File: config.mk
export PLATFORM = sky130hd
export DESIGN_NAME = fetch_stage
export DESIGN_NICKNAME = d
export VERILOG_FILES = /design/src/rtl/fetch_stage.sv
export SDC_FILE = /design/constraint.sdc
export NUM_CORES = 1
export LEC_CHECK = 0
export ABC_AREA = 1
export ABC_CLOCK_PERIOD_IN_PS = 2350
export CAP_MARGIN = 20
export CORE_MARGIN = 2
export CORE_UTILIZATION = 35
export CTS_CLUSTER_DIAMETER = 80
export DETAILED_ROUTE_END_ITERATION = 10
export GPL_TIMING_DRIVEN = 1
export HOLD_SLACK_MARGIN = 0.1
export SETUP_SLACK_MARGIN = 0.4
export SYNTH_ARGS = -nofsm -noshare
export SYNTH_HDL_FRONTEND = slang
export SYNTH_SLANG_ARGS = --single-unit
File: constraint.sdc
create_clock -name clk -period 2.35 [get_ports clk]
set_input_delay 0.47 -clock clk [delete_from_list [all_inputs] [get_ports clk]]
set_output_delay 0.47 -clock clk [all_outputs]
set_load 0.05 [all_outputs]
File: src/rtl/fetch_stage.sv
// MIPS instruction-fetch stage: PC register, req/ack instruction-memory port,
// one-entry skid buffer for stalled decode, and branch redirect with drain.
module fetch_stage #(
  parameter logic [31:0] RESET_PC = 32'h0000_0000
) (
  input  logic        clk,
  input  logic        rst,
  output logic        imem_req,
  output logic [31:0] imem_addr,
  input  logic        imem_ack,
  input  logic [31:0] imem_rdata,
  input  logic        stall,
  input  logic        branch_taken,
  input  logic [31:0] branch_target,
  output logic        if_valid,
  output logic [31:0] if_instr,
  output logic [31:0] if_pc,
  output logic [31:0] if_pc_plus4,
  output logic [5:0]  opcode
);

  typedef enum logic [1:0] {StIdle, StReq, StSkid, StDrain} fetchStateE;

  fetchStateE  stateQ, stateD;
  logic [31:0] pcQ, pcD;
  logic [31:0] reqAddrQ, reqAddrD;
  logic [31:0] skidInstrQ, skidInstrD;
  logic [31:0] skidPcQ, skidPcD;
  logic        ifValidQ, ifValidD;
  logic [31:0] ifInstrQ, ifInstrD;
  logic [31:0] ifPcQ, ifPcD;

  logic        slotFree;
  logic [31:0] targetAligned;
  logic [31:0] reqAddrPlus4;

  // The output slot can take a new word if it is empty or being consumed now.
  assign slotFree      = !ifValidQ || !stall;
  assign targetAligned = branch_target & ~32'h0000_0003;
  assign reqAddrPlus4  = reqAddrQ + 32'd4;

  always_ff @(posedge clk) begin
    if (rst) begin
      stateQ     <= StIdle;
      pcQ        <= RESET_PC;
      reqAddrQ   <= RESET_PC;
      skidInstrQ <= 32'h0;
      skidPcQ    <= 32'h0;
      ifValidQ   <= 1'b0;
      ifInstrQ   <= 32'h0;
      ifPcQ      <= 32'h0;
    end else begin
      stateQ     <= stateD;
      pcQ        <= pcD;
      reqAddrQ   <= reqAddrD;
      skidInstrQ <= skidInstrD;
      skidPcQ    <= skidPcD;
      ifValidQ   <= ifValidD;
      ifInstrQ   <= ifInstrD;
      ifPcQ      <= ifPcD;
    end
  end

  always_comb begin
    stateD     = stateQ;
    pcD        = pcQ;
    reqAddrD   = reqAddrQ;
    skidInstrD = skidInstrQ;
    skidPcD    = skidPcQ;
    ifValidD   = ifValidQ;
    ifInstrD   = ifInstrQ;
    ifPcD      = ifPcQ;

    if (branch_taken) begin
      pcD      = targetAligned;
      ifValidD = 1'b0;
      case (stateQ)
        StReq: begin
          // An unacknowledged request must finish before the redirect is issued.
          if (imem_ack) begin
            reqAddrD = targetAligned;
          end else begin
            stateD = StDrain;
          end
        end
        StDrain: begin
          if (imem_ack) begin
            reqAddrD = targetAligned;
            stateD   = StReq;
          end
        end
        default: begin
          reqAddrD = targetAligned;
          stateD   = StReq;
        end
      endcase
    end else begin
      case (stateQ)
        StIdle: begin
          reqAddrD = pcQ;
          stateD   = StReq;
        end
        StReq: begin
          if (imem_ack) begin
            pcD = reqAddrPlus4;
            if (slotFree) begin
              ifInstrD = imem_rdata;
              ifPcD    = reqAddrQ;
              ifValidD = 1'b1;
              reqAddrD = reqAddrPlus4;
            end else begin
              skidInstrD = imem_rdata;
              skidPcD    = reqAddrQ;
              stateD     = StSkid;
            end
          end else if (slotFree) begin
            ifValidD = 1'b0;
          end
        end
        StSkid: begin
          if (!stall) begin
            ifInstrD = skidInstrQ;
            ifPcD    = skidPcQ;
            ifValidD = 1'b1;
            reqAddrD = pcQ;
            stateD   = StReq;
          end
        end
        StDrain: begin
          if (imem_ack) begin
            reqAddrD = pcQ;
            stateD   = StReq;
          end
        end
        default: stateD = StIdle;
      endcase
    end
  end

  assign imem_req    = (stateQ == StReq) || (stateQ == StDrain);
  assign imem_addr   = reqAddrQ;
  assign if_valid    = ifValidQ;
  assign if_instr    = ifInstrQ;
  assign if_pc       = ifPcQ;
  assign if_pc_plus4 = ifPcQ + 32'd4;
  assign opcode      = ifInstrQ[31:26];

endmodule

==> results_dict.tcl <==
set metrics [dict create \
    status "finished, violations left" \
    violations "negative setup slack" \
    die_y_um 173 \
    hold_start "skidPcQ[2]" \
    clockRootBuffer "clkbuf_16" \
    synth_area_leader_cell "dfxtp_1" \
    seq_area_frac_synth 0.391 \
    antenna_found_initial 0 \
    yosys.area.top_type_share 0.391 \
    rsz0062_at_grt "true" \
    syn_area_um2 9970 \
    p_int_mw 5.90 \
    io_pins 205 \
    grtUsageTotal 0.214 \
    numClockSinks 195 \
    p_total_mw 9.25 \
    insertion_delay_ns 0.44 \
    p_switching_mw 3.36 \
    tns_ns -0.797 \
    swShare 0.363 \
    p_leak_nw 6.47 \
    grt_pass1_vias 9635 \
    htree_levels 4 \
    maxCapViolations 0 \
    worst-r2r-cell-count 9 \
    yosys-top-cells-area "dfxtp_1 39%, nand2_1 14%, nor2_1 11%, o21ai_0 7.1%, a21oi_1 4.5%" \
    rows 61 \
    layout_common_cells "348 x nand2_1, 265 x nor2_1, 162 x dfxtp_1" \
    critPathLaunchType "flip-flop" \
    place_worst_setup_slack_ns 0.116 \
    drt_pre_antenna_iters 5 \
    synth_cells 1519 \
    final_common_cell "nand2_1" \
    wl_per_cell_um 15.1 \
    end_kind "primary output" \
    coreArea_um2 27900 \
    yosysWarnings 0 \
    max-clock-path-buffers 2 \
    multi_input_area_um2 6030 \
    min_path_type "reg2reg" \
    vias 10364 \
    die_w_um 173 \
    syn-num-nets 1590 \
    hold_depth 2 \
    hold_violations 0 \
    drive_gt1_frac 0.195 \
    wirelength_um 32100 \
    path_clk_slew_ns 0.07 \
    p_seq_frac 0.406 \
    worstSetupPathType "reg2out" \
    via_per_inst 4.87 \
    grt_pass1_wl_um 52300 \
    fin_crit_ns 2.50 \
    place.gp.congestion 0.867 \
    drt_iter0_markers 893 \
    die-area_um2 29900 \
    ys_ff_latch 195 \
    required_ns 1.88 \
    cp-startpoint "if_pc[2]" \
    relSlewSlack 0.537 \
    ctsHoldBuffers 0 \
    fillCellCount 2765 \
    arrival_ns 2.03 \
    diodes 0 \
    clock.fmax_ghz 0.400 \
    regToRegStartpoint "imem_addr[2]" \
    p_per_area_nw_per_um2 635 \
    remaining_drc_errors 0 \
    dp_hpwl_um 22300 \
    portBuffers 202 \
    synthDistinctLibCells 39 \
    setup_viol 16 \
    grt_max_degree 96 \
    layout.nets 1808 \
    irDropWorstVdd_v 0.000351 \
    clockPowerShare 0.315 \
    start_util 0.357 \
    regArea_um2 4010 \
    finalCritPeriodShare 1.06 \
    synthToLayoutAreaGrowth_pct 46.2 \
    tritoncts "done" \
    skew_ns 0.0183 \
    overflow 0 \
    finalMaxSlewViolations 0 \
    worstMarginPinSlew_ns 0.693 \
    antenna_left 0 \
    final.setup.worst_slack_ns -0.152 \
    combinationalPowerShare 0.279 \
    cts_made_buffers 17 \
    cp_max_fo 2 \
    avgSynthCellArea_um2 6.57 \
]
## routing by layer
metal	GRT usage	vias to the layer above	routed length, um
met5	0	-	0
met4	0.0607	0	562
met3	0.0314	33	1850
met2	0.337	333	14700
met1	0.304	4703	15000
li1	-	5295	-
## synth_stat cells (all sizes together)
cell type / number
nand2: 383
nor2: 297
o21ai: 214
dfxtp: 195
inv: 113
a21oi: 89
buf: 55
nand3: 41
clkbuf: 35
xor2: 28
nor3: 15
o221ai: 11
xnor2: 11
nand4: 7
a22o: 6
a31oi: 5
or2: 3
ha: 2
o21bai: 2
and3: 1
clkinv: 1
nand3b: 1
nor3b: 1
nor4: 1
o2111ai: 1
o211ai: 1
## power by group through the flow
stage	registers, mW	logic [mW]	clock network (mW)
floorplan	4.34	1.09	0
global placement	3.86	2.51	0
detailed placement	3.87	2.53	0
CTS	3.76	2.56	2.99
global route	3.79	2.77	3.13
finish	3.76	2.58	2.91
## through the flow
step,util,hold slack (ns),instance area (um^2),instances
floorplan,-,0.424,10600,1519
global placement,0.472,0.434,13200,2046
detailed placement,0.472,0.436,13200,2046
CTS,0.515,0.448,14400,2118
global route,0.522,0.468,14600,2128
finish,0.522,0.443,14600,2128
## area by class of cell
class,count,share of cell area
multi-input cells,1120,0.414
inverters,114,0.0308
clock buffers,18,0.0309
repair buffers,289,0.208
well taps,378,0.0324
clock inverters,14,0.00935
flip-flops and latches,195,0.275
## worst max-delay path, stage by stage, from the launching register on
cell and delay [ns]:
dfxtp_4 0.37, ha_4 0.15, inv_4 0.04, nor3_4 0.30, buf_6 0.16, nand4_1 0.19
xnor2_4 0.25, buf_12 0.16
## final timing paths
path | slack, ns | endpoint
worst max-delay path | -0.15 | if_pc_plus4[24]
worst min-delay path | 0.44 | skidPcQ[2]
worst max register to register | 0.52 | pcQ[24]
worst min register to register | 0.44 | skidPcQ[2]
## cells by family (layout without fill, tap and decap cells)
kind of cell | Yosys count | after routing | synth area share
AOI/OAI and AO/OA | 329 | 329 | 0.174
xor gates and xnor gates | 39 | 39 | 0.0342
adders and majority gates | 2 | 2 | 0.00251
buffers and inverters | 204 | 435 | 0.0965
DFF | 195 | 195 | 0.391
and+or+nand+nor | 750 | 750 | 0.302
## what timing repair did
| action | in CTS | in global routing |
|---|---|---|
| pin swaps | 42 | 28 |
| setup endpoints to repair | 135 | 116 |
| gates resized for setup | 242 | 49 |
| setup buffers | 40 | 10 |
## sequential cells by signal (all words and copies together) (netlist names)
register and count:
if_instr 32, if_pc 32, if_valid 1, imem_addr 32
pcQ 32, skidInstrQ 32, skidPcQ 32, stateQ 2
No activity file was read; power rests on OpenSTA's default activity.
